==> src/rtl/aes_op_sequencer.sv <==
// aes_op_sequencer: emits the opcode stream for one AES block encryption (vldr, vldr, ARK, N rounds, vstr) over a valid/ready handshake; ports clk, reset, start, abort, num_rounds, op_ready -> opCode, op_valid, busy, done, round_idx; optional nop gaps after compute ops under VECTOR_NOP_GAP_EN
module aes_op_sequencer #(
  parameter int MAX_ROUNDS = 14,
  parameter int NOP_GAP = 2
) (
  input  logic       clk,
  input  logic       reset,
  input  logic       start,
  input  logic       abort,
  input  logic [3:0] num_rounds,
  input  logic       op_ready,
  output logic [4:0] opCode,
  output logic       op_valid,
  output logic       busy,
  output logic       done,
  output logic [3:0] round_idx
);
  typedef enum logic [3:0] {
    S_IDLE, S_LD_STATE, S_LD_KEY, S_INIT_ARK, S_RK, S_SB, S_SR, S_MC, S_ARK, S_STORE, S_FIN, S_GAP
  } state_t;
  state_t state, nxt, seq;
  logic [3:0] nl;
  logic acc;
  assign acc = op_valid && op_ready;
  if (NOP_GAP < 1 || NOP_GAP > 3 || MAX_ROUNDS < 1 || MAX_ROUNDS > 15) begin : g_bad_param
    $error("aes_op_sequencer: parameter out of range");
  end
`ifdef VECTOR_NOP_GAP_EN
  state_t ret;
  logic [1:0] gcnt;
  logic cmp;
  assign cmp = state inside {S_INIT_ARK, S_RK, S_SB, S_SR, S_MC, S_ARK};
  always_ff @(posedge clk)
    if (reset || abort) begin
      ret <= S_IDLE;
      gcnt <= '0;
    end else if (acc && cmp) begin
      ret <= seq;
      gcnt <= '0;
    end else if (acc && state == S_GAP) gcnt <= gcnt + 2'd1;
`endif
  always_ff @(posedge clk)
    if (reset) begin
      state <= S_IDLE;
      nl <= '0;
      round_idx <= '0;
    end else begin
      state <= nxt;
      if (state == S_IDLE && start) nl <= num_rounds > 4'(MAX_ROUNDS) ? 4'(MAX_ROUNDS) : num_rounds;
      round_idx <= nxt == S_IDLE ? 4'd0 : (acc && nxt == S_RK) ? round_idx + 4'd1 : round_idx;
    end
  always_comb begin
    seq = S_IDLE;
    case (state)
      S_IDLE:     seq = start ? S_LD_STATE : S_IDLE;
      S_LD_STATE: seq = S_LD_KEY;
      S_LD_KEY:   seq = S_INIT_ARK;
      S_INIT_ARK: seq = nl == 4'd0 ? S_STORE : S_RK;
      S_RK:       seq = S_SB;
      S_SB:       seq = S_SR;
      S_SR:       seq = round_idx == nl ? S_ARK : S_MC;
      S_MC:       seq = S_ARK;
      S_ARK:      seq = round_idx < nl ? S_RK : S_STORE;
      S_STORE:    seq = S_FIN;
`ifdef VECTOR_NOP_GAP_EN
      S_GAP:      seq = gcnt == 2'(NOP_GAP - 1) ? ret : S_GAP;
`endif
      default:    seq = S_IDLE;
    endcase
    nxt = abort ? S_IDLE : (state == S_IDLE || state == S_FIN || acc) ? seq : state;
`ifdef VECTOR_NOP_GAP_EN
    if (!abort && acc && cmp) nxt = S_GAP;
`endif
  end
  always_comb begin
    opCode = 5'b00000;
    case (state)
      S_LD_STATE, S_LD_KEY: opCode = 5'b10010;
      S_INIT_ARK, S_ARK:    opCode = 5'b10011;
      S_RK:                 opCode = 5'b11001;
      S_SB:                 opCode = 5'b11000;
      S_SR:                 opCode = 5'b10100;
      S_MC:                 opCode = 5'b10101;
      S_STORE:              opCode = 5'b10001;
      default:              opCode = 5'b00000;
    endcase
    op_valid = !(state inside {S_IDLE, S_FIN});
    busy = op_valid;
    done = state == S_FIN;
  end
endmodule

==> config.mk <==
export PLATFORM = sky130hd
export DESIGN_NAME = aes_op_sequencer
export DESIGN_NICKNAME = d
export VERILOG_FILES = /design/src/rtl/aes_op_sequencer.sv
export SDC_FILE = /design/constraint.sdc
export NUM_CORES = 1
export LEC_CHECK = 0
export ABC_AREA = 1
export BUFFER_PORTS_ARGS = -buffer_cell sky130_fd_sc_hd__buf_4
export CAP_MARGIN = 0
export CORE_MARGIN = 4
export CORE_UTILIZATION = 41
export DETAILED_ROUTE_END_ITERATION = 7
export PLACE_DENSITY_LB_ADDON = 0.25
export SYNTH_ARGS = -nofsm -noshare
export SYNTH_HDL_FRONTEND = slang
export SYNTH_SLANG_ARGS = --single-unit
==> constraint.sdc <==
create_clock -name clk -period 4.2 [get_ports clk]
set_input_delay 0.42 -clock clk [delete_from_list [all_inputs] [get_ports clk]]
set_output_delay 0.42 -clock clk [all_outputs]
set_load 0.03 [all_outputs]
==> impl_results.md <==
* Synth Instances at 167
* Tightest Hold Check Type: in -> reg
* Worst Max-Slew Pin Slew at 409 ps
* Post-CTS Hold Buffers at 0
* Post-synth EDFFs at 0
* Most common library cells after synthesis: nand2_1, inv_1, dfxtp_1
* Synth Area in XOR/XNOR at 1.60%
* Netlist Area Pre-Place at 1090 µm²
* Root Driver: clkbuf_4
* Die area at 3560 µm²
* CTS buffer count at 3
* Detailed Routing Iterations Pass 1 at 4
* Delay of the slowest critical-path stage at 400 ps
* Worst Setup Start Kind: register
* CP Cell Sequence: inv_1 -> ha_1 -> nand2_1 -> nor2_1 -> nor2_2 -> nor2_1 -> nand3_1 -> nand2_1 -> nand2_1 -> nand2_1 -> nor2_1 -> inv_1 -> ha_1 -> nand2_1 -> o21ai_0 -> o21ai_1
* Syn. warnings at 0
* Relative slew slack at 72.6%
* Antenna Cells at 0
* Clk pin slew, worst setup/hold paths at 100 ps
* Crit-path max FO at 5
* Synth Register Bits at 17
* Unrepaired setup endpoints after global routing: no
* Row count at 18
* Final worst slack at 2070 ps
* Crit path kind: reg -> reg
* Crit-path slowest cell: dfxtp_1
* Ys async rst share at 0%
* LEAKAGE at 0.677 nW
* Final min period at 2130 ps
* Via/cell ratio at 4.90
* Maximum vdd ir drop at 0.184 mV
* Gr ovfl total at 0
* Number of max-cap violations at 0
* Routability Congestion at 0.866
* Clk Latency, worst-skew pair at 300 ps
* Mux cell area share after synthesis at 0%
* Initial Utilization at 43.7%
* Largest family of logic cells by synthesized area: simple AND/OR/NAND/NOR gates
* Vias at 1077
* CP endpoint kind: register
* Setup Skew at 6.16 ps
* CTS tree: built
* Setup TNS at 0 ps
* Core Box Area at 2500 µm²
* First-pass GRT wire length at 3840 µm
* Mean Syn Cell Area at 6.55 µm²
* Sequential share of the synthesized area at 31.1%
* Layout area overhead at 19.0%
* Max-slew violation count at 0
* Yosys cell types at 23
* Worst path arrival time at 2370 ps
* Final setup vio count at 0
* PostCTS Resize Cnt at 0
* H-tree level count at 1
* Fin crit share at 50.7%
* Synth top area share at 31.1%
* Dominant synthesized flop cell: dfxtp_1
* Vias in the first global route at 992
* Initial antenna violation count at 0
* Hold Fails Final Rpt at 0
* Place WS at 2090 ps
* Max Freq at 469 MHz
* Routed wire length at 2340 µm
* Buffer depth of the longest clock path at 2
* R2R cell count at 16
* GRT Util Overall at 14.1%
* CP most frequent cell: nand2_1
* ANT nets after route at 0
* Post-CTS Setup Inserts at 0
* Hold path cells at 2
* Ranking of synthesized cells by area: dfxtp_1, nand2_1, ha_1
* Post-synthesis adder-cell area fraction at 8.01%
* WP data required at 4430 ps
* Synth Net Count at 183
* Die Span X at 59.6 µm
* Most frequent cell after synthesis: nand2_1
* Placed cell area at 1270 µm²
* Largest net degree at the start of global routing at 11
* Compound-gate portion of the synthesized area at 8.81%
* Synth area leader: dfxtp_1
* Top-level port count at 21
* Nets@finish at 207
* Reg2reg setup slack at 2070 ps
* Routed len/inst at 10.6 µm
* CTS Sinks at 17
* I/O Buffers at 20
* Drt drc at 0
* Status: complete, no violations
* Post-route cell area at 1300 µm²
* Layout cells sized above 1 at 24.2%
* HPWL after detailed placement at 1890 µm
* Drt initial violations at 42
* Post-Synth Simple-Gate Area at 40.2%
* Power per cell area at 283 nW/µm²
* Die Ht at 59.6 µm
==> registers in the layout, summed over array words and instances, names as in the netlist <==
register and count:
opCode 5, nl 4, round_idx 4, state 4
==> final timing paths <==
path,to,startpoint
worst max-delay path,opCode[0],round_idx[0]
worst min register to register,nl[1],nl[1]
worst min-delay path,nl[0],reset
worst max register to register,opCode[0],round_idx[0]
==> cell usage in the layout, fill, tap and decap left out, drive strengths merged <==
master / instances
ha: 7
and2: 1
xor2: 1
o21ai: 8
dfxtp: 17
nand3b: 1
xnor2: 1
clkbuf: 3
inv: 27
nand3: 18
clkinv: 2
buf: 20
nand2: 47
nor3: 1
nor2: 25
a31oi: 1
a21oi: 10
==> layout make-up <==
class / count / area (µm²)
Timing Repair Buffer: 20 / 150
Fill cell: 253 / 1200
Tap cell: 30 / 37.5
Multi-Input combinational cell: 121 / 641
Inverter: 28 / 105
Clock inverter: 1 / 5.00
Clock buffer: 3 / 22.5
Sequential cell: 17 / 340
==> worst max-delay path: cells and delay by family (launching register included) <==
family / cells / cell delay, ps
DFF: 1 / 400
adders and majority gates: 2 / 550
AOI/OAI and AO/OA: 2 / 180
and+or+nand+nor: 10 / 800
buffers and inverters: 2 / 140
==> per-stage QoR <==
step	util [%]	hold slack, ps	std cells	power [W]
after global placement	51.0	472	216	0.000279
after floorplan	-	447	167	0.000253
after CTS	52.1	315	220	0.000370
after detailed placement	51.0	486	216	0.000281
final	52.1	319	220	0.000368
after global routing	52.1	313	220	0.000390
==> routing by layer <==
metal | vias to the layer above | track usage [%] | share of wire, %
li1 | 567 | - | -
met1 | 490 | 16.0 | 44
met4 | 0 | 5.06 | 1.3
met5 | - | 0 | 0
met2 | 15 | 25.2 | 49
met3 | 5 | 3.70 | 4.8
==> logic make-up (layout without fill, tap and decap cells) <==
| kind of cell | count (synthesis) | in the layout |
|---|---|---|
| buffers and inverters | 29 | 52 |
| adders and majority gates | 7 | 7 |
| AOI/OAI and AO/OA | 19 | 19 |
| xor gates and xnor gates | 2 | 2 |
| and+or+nand+nor | 93 | 93 |
| DFF | 17 | 17 |
==> report_power, final <==
part           switching (W)  total (W)  internal (W)  leakage, nW
registers         0.00000579   0.000176      0.000170        0.139
logic              0.0000651   0.000101     0.0000359        0.520
clock network      0.0000553  0.0000907     0.0000355       0.0177
No activity file was read; power rests on OpenSTA's default activity.
